### src/rtl/gpio_pkg.sv
// Shared constants, bus payload type and byte-lane helper for the iomem GPIO bank.
package gpio_pkg;

    localparam int unsigned BUS_W  = 32;
    localparam int unsigned STRB_W = 4;
    localparam int unsigned OFF_W  = 3;

    localparam logic [OFF_W-1:0] OFF_OUT     = 3'd0;
    localparam logic [OFF_W-1:0] OFF_OE      = 3'd1;
    localparam logic [OFF_W-1:0] OFF_IN      = 3'd2;
    localparam logic [OFF_W-1:0] OFF_RISE_EN = 3'd3;
    localparam logic [OFF_W-1:0] OFF_FALL_EN = 3'd4;
    localparam logic [OFF_W-1:0] OFF_STATUS  = 3'd5;

    localparam logic [BUS_W-1:0] RSVD_RDATA = 32'h0000_0000;

    typedef struct packed {
        logic [BUS_W-1:0]  addr;
        logic [BUS_W-1:0]  wdata;
        logic [STRB_W-1:0] wstrb;
    } iomem_req_t;

    // Expand byte strobes into a per-bit write mask.
    function automatic logic [BUS_W-1:0] lane_mask(input logic [STRB_W-1:0] strb);
        logic [BUS_W-1:0] m;
        for (int b = 0; b < int'(STRB_W); b++) begin
            m[b*8 +: 8] = {8{strb[b]}};
        end
        return m;
    endfunction

endpackage

### src/rtl/gpio_sync.sv
// Pad input synchroniser with edge detection; edges are masked until the
// synchroniser and the previous-value flop hold real pin samples.
module gpio_sync
    import gpio_pkg::*;
#(
    parameter int unsigned WIDTH       = 8,
    parameter int unsigned SYNC_STAGES = 2
) (
    input  logic             clk,
    input  logic             reset,
    input  logic [WIDTH-1:0] pin_i,
    output logic [WIDTH-1:0] sync_o,
    output logic [WIDTH-1:0] rise_c_o,
    output logic [WIDTH-1:0] fall_c_o
);

    localparam int unsigned PRIME_CNT = SYNC_STAGES + 1;
    localparam int unsigned PRIME_W   = $clog2(PRIME_CNT + 1);

    logic [SYNC_STAGES-1:0][WIDTH-1:0] stage_q;
    logic [WIDTH-1:0]                  prev_q;
    logic [PRIME_W-1:0]                prime_q;
    logic                              primed_c;

    assign primed_c = (prime_q == PRIME_W'(PRIME_CNT));

    always_ff @(posedge clk or posedge reset) begin
        if (reset) begin
            stage_q <= '0;
            prev_q  <= '0;
            prime_q <= '0;
        end else begin
            stage_q <= {stage_q[SYNC_STAGES-2:0], pin_i};
            prev_q  <= stage_q[SYNC_STAGES-1];
            if (!primed_c) begin
                prime_q <= prime_q + PRIME_W'(1);
            end
        end
    end

    assign sync_o   = stage_q[SYNC_STAGES-1];
    assign rise_c_o = primed_c ? (stage_q[SYNC_STAGES-1] & ~prev_q) : '0;
    assign fall_c_o = primed_c ? (~stage_q[SYNC_STAGES-1] & prev_q) : '0;

endmodule

### src/rtl/iomem_gpio_bank.sv
// Memory-mapped GPIO bank on the iomem bus: output/enable registers, synchronised
// inputs, per-channel rise/fall edge status with write-1-to-clear and a level irq.
module iomem_gpio_bank
    import gpio_pkg::*;
#(
    parameter int unsigned WIDTH       = 8,
    parameter logic [7:0]  BASE_SEL    = 8'h09,
    parameter int unsigned SYNC_STAGES = 2
) (
    input  logic              clk,
    input  logic              reset,
    input  logic              iomem_valid,
    output logic              iomem_ready,
    input  logic [STRB_W-1:0] iomem_wstrb,
    input  logic [BUS_W-1:0]  iomem_addr,
    input  logic [BUS_W-1:0]  iomem_wdata,
    output logic [BUS_W-1:0]  iomem_rdata,
    output logic [WIDTH-1:0]  pin_oe,
    output logic [WIDTH-1:0]  pin_do,
    input  logic [WIDTH-1:0]  pin_di,
    output logic              irq
);

    iomem_req_t       req_c;
    logic             accept_c;
    logic [OFF_W-1:0] sel_c;
    logic [BUS_W-1:0] wr_mask_c;
    logic [WIDTH-1:0] wmask_c;
    logic [WIDTH-1:0] wdat_c;
    logic [BUS_W-1:0] rd_val_c;
    logic             unused_bits;

    logic [WIDTH-1:0] out_q, out_d;
    logic [WIDTH-1:0] oe_q, oe_d;
    logic [WIDTH-1:0] rise_en_q, rise_en_d;
    logic [WIDTH-1:0] fall_en_q, fall_en_d;
    logic [WIDTH-1:0] status_q, status_d;
    logic [WIDTH-1:0] clr_c;
    logic             ready_q, ready_d;
    logic [BUS_W-1:0] rdata_q, rdata_d;
    logic             irq_q, irq_d;

    logic [WIDTH-1:0] in_w;
    logic [WIDTH-1:0] rise_c;
    logic [WIDTH-1:0] fall_c;

    gpio_sync #(
        .WIDTH       (WIDTH),
        .SYNC_STAGES (SYNC_STAGES)
    ) u_sync (
        .clk      (clk),
        .reset    (reset),
        .pin_i    (pin_di),
        .sync_o   (in_w),
        .rise_c_o (rise_c),
        .fall_c_o (fall_c)
    );

    assign req_c     = '{addr: iomem_addr, wdata: iomem_wdata, wstrb: iomem_wstrb};
    assign accept_c  = iomem_valid && !ready_q && (req_c.addr[31:24] == BASE_SEL);
    assign sel_c     = req_c.addr[4:2];
    assign wr_mask_c = lane_mask(req_c.wstrb);
    assign wmask_c   = wr_mask_c[WIDTH-1:0];
    assign wdat_c    = req_c.wdata[WIDTH-1:0];
    assign unused_bits = ^{req_c, wr_mask_c};

    // Read mux; channels above WIDTH read as zero via zero-extension.
    always_comb begin
        rd_val_c = RSVD_RDATA;
        case (sel_c)
            OFF_OUT:     rd_val_c = BUS_W'(out_q);
            OFF_OE:      rd_val_c = BUS_W'(oe_q);
            OFF_IN:      rd_val_c = BUS_W'(in_w);
            OFF_RISE_EN: rd_val_c = BUS_W'(rise_en_q);
            OFF_FALL_EN: rd_val_c = BUS_W'(fall_en_q);
            OFF_STATUS:  rd_val_c = BUS_W'(status_q);
            default:     rd_val_c = RSVD_RDATA;
        endcase
    end

    // Next state; a read has an all-zero write mask so the same path serves both.
    always_comb begin
        out_d     = out_q;
        oe_d      = oe_q;
        rise_en_d = rise_en_q;
        fall_en_d = fall_en_q;
        clr_c     = '0;
        ready_d   = 1'b0;
        rdata_d   = rdata_q;
        irq_d     = |(status_q & (rise_en_q | fall_en_q));
        if (accept_c) begin
            ready_d = 1'b1;
            rdata_d = rd_val_c;
            case (sel_c)
                OFF_OUT:     out_d     = (out_q & ~wmask_c) | (wdat_c & wmask_c);
                OFF_OE:      oe_d      = (oe_q & ~wmask_c) | (wdat_c & wmask_c);
                OFF_RISE_EN: rise_en_d = (rise_en_q & ~wmask_c) | (wdat_c & wmask_c);
                OFF_FALL_EN: fall_en_d = (fall_en_q & ~wmask_c) | (wdat_c & wmask_c);
                OFF_STATUS:  clr_c     = wdat_c & wmask_c;
                default: ;
            endcase
        end
        // A new edge wins over a concurrent clear of the same bit.
        status_d = (status_q & ~clr_c) | (rise_c & rise_en_q) | (fall_c & fall_en_q);
    end

    always_ff @(posedge clk or posedge reset) begin
        if (reset) begin
            out_q     <= '0;
            oe_q      <= '0;
            rise_en_q <= '0;
            fall_en_q <= '0;
            status_q  <= '0;
            ready_q   <= 1'b0;
            rdata_q   <= '0;
            irq_q     <= 1'b0;
        end else begin
            out_q     <= out_d;
            oe_q      <= oe_d;
            rise_en_q <= rise_en_d;
            fall_en_q <= fall_en_d;
            status_q  <= status_d;
            ready_q   <= ready_d;
            rdata_q   <= rdata_d;
            irq_q     <= irq_d;
        end
    end

    assign iomem_ready = ready_q;
    assign iomem_rdata = rdata_q;
    assign pin_do      = out_q;
    assign pin_oe      = oe_q;
    assign irq         = irq_q;

endmodule

### config.mk
export PLATFORM = sky130hd
export DESIGN_NAME = iomem_gpio_bank
export DESIGN_NICKNAME = d
export VERILOG_FILES = /design/src/rtl/gpio_pkg.sv /design/src/rtl/gpio_sync.sv /design/src/rtl/iomem_gpio_bank.sv
export SDC_FILE = /design/constraint.sdc
export NUM_CORES = 1
export LEC_CHECK = 0
export CORE_ASPECT_RATIO = 0.5
export CORE_MARGIN = 2
export CORE_UTILIZATION = 47
export DETAILED_ROUTE_END_ITERATION = 7
export GPL_TIMING_DRIVEN = 1
export PLACE_DENSITY = 0.85
export SLEW_MARGIN = 10
export SYNTH_ARGS = -nofsm -noshare
export SYNTH_HDL_FRONTEND = slang
export SYNTH_SLANG_ARGS = --single-unit
### constraint.sdc
create_clock -name clk -period 5.55 [get_ports clk]
set_input_delay 1.11 -clock clk [delete_from_list [all_inputs] [get_ports clk]]
set_output_delay 1.11 -clock clk [all_outputs]
set_load 0.02 [all_outputs]
=== Word level (Yosys, flattened, before mapping) ===
Cells that the tools add are included.

* Output and inout port bits: 50
* Register bits after elaboration: 100
* Bits of input ports: 79
* Logic and storage cells: 57

* Reductions and logical operators: 9
* Bitwise logic cells: 22
* Add/sub/neg operators: 1
* Mux-type cells: 6
* Equal/unequal tests: 7

{| class="wikitable"
|+ Operators by type and width
! cell !! count
|-
| $and 8x8->8 || 11
|-
| $or 8x8->8 || 7
|-
| $pmux 8 s6 || 1
|-
| $mux 8 || 4
|-
| $not 8->8 || 4
|-
| $eq 8x4->1 const B || 1
|-
| $reduce_and 2->1 || 4
|-
| $reduce_or 8->1 || 1
|-
| $eq 3x2->1 const B || 2
|-
| $eq 3x3->1 const B || 2
|-
| $eq 3x1->1 const B || 1
|-
| $logic_not 3->1 || 1
|-
| $add 2x1->2 const B || 1
|-
| $eq 2x2->1 const B || 1
|-
| $logic_and 1x1->1 || 2
|-
| $logic_not 1->1 || 1
|-
| $mux 1 || 1
|}

=== Depth between registers and ports, before layout ===
Gate-level depths: netlist of run 1.

* Word-level depth: 8
* Depth in mapped cells: 7
* Depth with buffers taken out: 5

=== Modules after synthesis ===
A second synthesis of run 1 with hierarchy kept.

* Cells, all modules: 274
* Area total of the unflattened synthesis: 3534.6 um^2

{| class="wikitable"
|+ Modules (own cells, without submodules)
! module !! seq. area each (um^2) !! area each (um^2) !! instances !! cells an instance
|-
| iomem_gpio_bank || 1251.2 || 2616.3 || 1 || 218
|-
| gpio_sync || 650.6 || 918.4 || 1 || 56
|}

=== Least setup slack after synthesis of run 1 ===
Ideal clock, no wire load.

* Path kind: input to register
* From: in iomem_addr[26]
* To: reg (tool-made name)
* Setup time: 125 ps
* Stages on the path: 5
* Buffers on the path: 1
* Setup slack: 2501 ps
* Arrival time: 2925 ps
* Required time: 5425 ps
* Cell sequence: or4b_1 > or3_1 > buf_6 > nor4b_4 > mux2_2

{| class="wikitable"
|+ RTL lines
! element !! line !! text
|-
| start: declaration || iomem_gpio_bank.sv:15 || <nowiki>input logic [BUS_W-1:0] iomem_addr,</nowiki>
|}

==> metrics.yaml, run 1 <==
status: "complete, no violations"
ys_warn_count: 0
path_clk_slew_ns: 0.06
grt_max_degree: 40
row_count: 21
worstPathMaxFanout: 8
rsz0062_at_grt: "no"
hold_class: "register to register"
fin_crit_sh: 0.631
intPower_mw: 1.05
area_growth_pct: 26.4
maxSlewHeadroom: 0.463
wl_mm: 7.95
synth_top_area_cell: "dfrtp_1"
antenna_found_initial: 0
seq_power_share: 0.432
globalRouteOverflowTotal: 0
p_sw_uw: 300
multi_input_area_um2: 1340
p_leak_nw: 1.93
drt-wirelength-per-cell_um: 19.0
endpoint_kind: "register"
period_minus_slack_ns: 3.50
grt_pass1_vias: 2541
cts_root_buffer: "clkbuf_16"
n_fill_cell: 490
grt_pass1_wl_mm: 13.0
place.gp.congestion: 0.805
register_area_um2: 1900
netlist_area_um2: 3400
yosysMostFrequentCell: "dfrtp_1"
die_h_um: 64.1
synth_top_cells_by_count: "dfrtp_1, mux2_2, buf_4"
placed_area_um2: 3960
async_flop_share: 1.00
drive_gt1_frac: 0.214
dieArea_um2: 7970
combPwrFrac: 0.077
crit_chain: "clkdlybuf4s50_1, or4b_1, or3_1, nor4b_4, mux2_2"
totalNegativeSetupSlack_ns: 0
max-vdd-ir-drop_mv: 0.173
synth.avg_cell_area_um2: 13.0
cts_hold_buf: 0
first_pass_iters: 4
layout.nets: 402
portBuffers: 56
ys_seq_elements: 76
htree_levels: 3
slowest_delay_ns: 0.77
drc: 0
num_vias: 2369
numCtsBuffers: 9
skew_ns: 0.00579
slew_violations: 0
clock.fmax_mhz: 285
critPathLaunchType: "input port"
synth.top_cell.area_share: 0.559
final_cell_area_um2: 4300
cts_resized: 0
slowest_stage: "nor4b_4"
synth-edff-count: 0
post_cts_buffers: 0
drtIter0Drc: 199
max-cap-violations: 0
arrival_ns: 3.72
ys_types: 36
clockBufferDepth: 2
crit_required_ns: 5.77
pwr_density_cell_nw_per_um2: 315
ant_nets: 0
hpwl_mm: 5.15
core_um2: 6830
dieWidth_um: 124
clock-sinks: 76
cts_tree: "done"
swShare: 0.221
diodes: 0
crit_type: "input port to register"
grt_usage: 0.217
clock_latency_ns: 0.33
synthCells: 261
routed_via_density: 5.65
synthFlopType: "dfrtp_1"
p_clk_frac: 0.492
pin_count: 129
seq_area_frac_synth: 0.559
setup_viol: 0
ys_top_cells_by_area: "dfrtp_1, mux2_2, buf_4, mux4_2, mux2_4"
initial_utilization: 0.498
hold_viol_final: 0
tightestPinTransition_ns: 0.802
-- metal layers --
metal,share of wire,GRT usage
met5,0,0
met2,0.50,0.355
met1,0.40,0.260
met4,0.017,0.0997
met3,0.090,0.0821
-- layout make-up --
type | count | share of cell area
clock buffer | 9 | 0.0524
clock inverter | 7 | 0.0268
inverter | 4 | 0.00349
multi-input combinational | 172 | 0.312
sequential | 76 | 0.443
tap | 92 | 0.0268
timing repair buffer | 59 | 0.136
-- worst paths after layout --
path / start / cells after the start / to / slack, ns
max: iomem_addr[26] / 5 / register / 2.05
max reg2reg: iomem_ready$_DFF_PP0_ / 4 / register / 3.12
min in group asynchronous: reset / 2 / asynchronous set/reset pin / 1.25
min reg2reg: u_sync.stage_q[2]$_DFF_PP0_ / 0 / u_sync.sync_o[2]$_DFF_PP0_ / 0.34
min: u_sync.stage_q[2]$_DFF_PP0_ / 0 / u_sync.sync_o[2]$_DFF_PP0_ / 0.34
max in group asynchronous: reset / 3 / iomem_rdata[2]$_DFFE_PP0P_ / 3.30
-- logic make-up (layout without fill, tap and decap cells) --
| group | after synthesis | after routing | share of synthesized area |
|---|---|---|---|
| AOI/OAI and AO/OA | 42 | 42 | 0.0777 |
| muxes | 49 | 49 | 0.190 |
| xor gates and xnor gates | 1 | 1 | 0.00258 |
| buffers and inverters | 36 | 79 | 0.0710 |
| DFF | 76 | 76 | 0.559 |
| other | 1 | 24 | 0.00110 |
| adders and majority gates | 1 | 1 | 0.00368 |
| and+or+nand+nor | 55 | 55 | 0.0950 |
-- stage by stage --
step                utilization  setup WS (ns)  total power [mW]  std cells  hold WS [ns]
finish                    0.629           2.05              1.35        419         0.343
detailed placement        0.579           1.72             0.696        403         0.335
global route              0.629           1.98              1.40        419         0.363
global placement          0.579           1.75             0.691        403         0.331
CTS                       0.629           2.07              1.36        419         0.346
floorplan                     -           2.50             0.661        284         0.331
-- power groups by stage --
stage | combinational, mW | sequential (mW) | clock (mW)
3_5_place_dp | 0.102 | 0.594 | 0
4_1_cts | 0.104 | 0.584 | 0.674
6_report | 0.104 | 0.585 | 0.666
5_1_grt | 0.111 | 0.587 | 0.701
3_3_place_gp | 0.0996 | 0.592 | 0
2_1_floorplan | 0.0634 | 0.597 | 0
-- worst max-delay path: cells and delay by family --
kind / cells / cell delay, ns
buf+inv: 1 / 0.39
simple gates: 3 / 1.79
mux: 1 / 0.42
-- cell usage in the layout (no fill, tap or decap), types with 3 or more instances in the layout --
master            n
nor2_1           12
buf_4             3
nand2_1          18
a21oi_1           8
conb_1           24
mux4_2            6
mux2_4            8
dfrtp_1          76
nand2b_1          3
o21ai_0          17
a22o_1            8
a22oi_1           6
mux2_2           31
bufinv_16         3
clkbuf_16         9
clkdlybuf4s50_1  56
mux2i_1           4
nand3b_1          7
(Power assumes the default switching activity.)
==> run 2, diff against run 1 <==
Settings changed: CORE_UTILIZATION 47 to 44, PLACE_DENSITY 0.85 to 0.8.
Clock period 5.55 ns to 3.4 ns, I/O delays scaled along.
==> run 2 against run 1 <==
Against the previous run:
- clock skew increased by 0.00075 ns
- non-clock buffer count grew 11
- flip-flop and latch count stayed put
- final area up 0.76%
- critical path depth is 2 higher
- clock power grew 39%
- largest cell class unchanged
- highest routed layer unchanged
==> metrics.yaml, run 2 (synthesized netlist as in run 1, its figures left out) <==
crit_required_ns: 3.61  # -2.16 ns
placed_area_um2: 4050  # +2.2%
hold_viol_final: 0  # unchanged
maxSlewHeadroom: 0.573  # +0.110
status: "complete, no violations"
post_cts_buffers: 0  # unchanged
final_cell_mix: "dfrtp_1, clkdlybuf4s50_1, mux2_2"
drt-wirelength-per-cell_um: 17.8  # -5.9%
rsz0062_at_grt: "no"
setup_viol: 0  # unchanged
totalNegativeSetupSlack_ns: 0  # unchanged
path_clk_slew_ns: 0.05  # about the same
routed_via_density: 5.32  # -5.8%
endpoint_kind: "register"
slowest_stage: "or4b_1"
cts_resized: 0  # unchanged
grt_pass1_vias: 2422  # -4.7%
drc: 0  # unchanged
hold_class: "register to register"
max-vdd-ir-drop_mv: 0.281  # +63%
reg2regPathDepth: 6  # +2
crit_type: "input port to register"
area_growth_pct: 27.4
die_h_um: 66.2  # +3.1%
crit_start: "iomem_addr[26]"
clock.fmax_mhz: 355
grt_pass1_wl_mm: 12.5  # -4.1%
final_cell_area_um2: 4330  # +0.76%
clockBufferDepth: 2  # unchanged
first_pass_iters: 4  # unchanged
antenna_found_initial: 0  # unchanged
grt_usage: 0.198  # -0.0191
critPathLaunchType: "input port"
grt_max_degree: 37  # -7.5%
hpwl_mm: 5.37  # +4.4%
dieArea_um2: 8490  # +6.5%
layout_commonest_cell: "dfrtp_1"
n_fill_cell: 566  # +16%
p_total_mw: 2.05  # +51%
hold_depth: 0  # unchanged
max-cap-violations: 0  # unchanged
r2r_slack_ns: 1.24  # -1.88 ns
ant_nets: 0  # unchanged
pin_count: 129  # unchanged
hold_path_end: "u_sync.sync_o[1]$_DFF_PP0_"
drtIter0Drc: 106  # -47%
pwr_density_cell_nw_per_um2: 473  # +50%
crit_chain: "clkdlybuf4s50_1, or4b_1, or3_1, buf_4, nor4b_4, buf_4, mux2_2"
wl_mm: 7.73  # -2.8%
cts_tree: "done"
clock_latency_ns: 0.33  # about the same
slowest_delay_ns: 0.54  # -0.23 ns
period_minus_slack_ns: 2.82
tightestPinTransition_ns: 0.638  # -0.164 ns
cts_hold_buf: 0  # unchanged
portBuffers: 56  # unchanged
globalRouteOverflowTotal: 0  # unchanged
hp-start: "u_sync.stage_q[1]$_DFF_PP0_"
htree_levels: 3  # unchanged
path_common_cell: "buf_4"
worstPathMaxFanout: 4  # -4
core_um2: 7400  # +8.4%
numCtsBuffers: 9  # unchanged
initial_utilization: 0.459  # -0.0385
dieWidth_um: 128  # +3.2%
drive_gt1_frac: 0.228  # +0.0144
place.gp.congestion: 0.842  # +4.6%
num_vias: 2305  # -2.7%
cts_root_buffer: "clkbuf_16"
slew_violations: 0  # unchanged
layout.nets: 413  # +2.7%
hold_ws_ns: 0.346  # +0.00289 ns
arrival_ns: 3.03  # -0.69 ns
fin_crit_sh: 0.829
row_count: 22  # +4.8%
diodes: 0  # unchanged
clock-sinks: 76  # unchanged
p_leak_nw: 1.96  # +1.7%
r2r-start: "iomem_ready$_DFF_PP0_"
skew_ns: 0.00654  # +0.000746 ns
[run 2: critical path, delay by kind of cell]
family | cells | cell delay [ns]
buffers and inverters | 3 | 0.80
and+or+nand+nor | 3 | 1.22
muxes | 1 | 0.35
[run 2: worst max-delay path by stage]
stage,end,slack [ns],cells past startpoint
finish,register,0.58,7
global route,register,0.50,7
CTS,register,0.61,7
detailed placement,register,0.27,7
global placement,register,0.31,7
floorplan,asynchronous set/reset pin,0.78,1
[run 2: where the power goes]
part / internal (mW) / leakage (nW) / switching (mW)
Combinational: 0.0745 / 0.829 / 0.0952
Clock: 0.583 / 0.140 / 0.341
Sequential: 0.935 / 0.992 / 0.0192
[run 2: layout make-up]
type / count / area [um^2] / share of cell area
Multi-Input combinational cell: 172 / 1340 / 0.310
Clock inverter: 2 / 35.0 / 0.00809
Clock buffer: 13 / 250 / 0.0578
Timing Repair Buffer: 70 / 666 / 0.154
Sequential cell: 76 / 1900 / 0.439
Inverter: 4 / 15.0 / 0.00347
Tap cell: 96 / 120 / 0.0277
[run 2: routing by layer]
layer	track usage	up-vias	wire length (um)
met5	0	-	0
met4	0.0920	0	194
met3	0.0615	21	533
met2	0.307	105	3610
met1	0.258	1152	3390
li1	-	1027	-
[run 2: per-stage QoR]
stage                     worst slack, ns  instances  utilization
after floorplan                     0.781        284            -
after global placement              0.307        418        0.546
after detailed placement            0.273        418        0.546
after CTS                           0.608        433        0.585
after global routing                0.500        433        0.585
final                               0.580        433        0.585
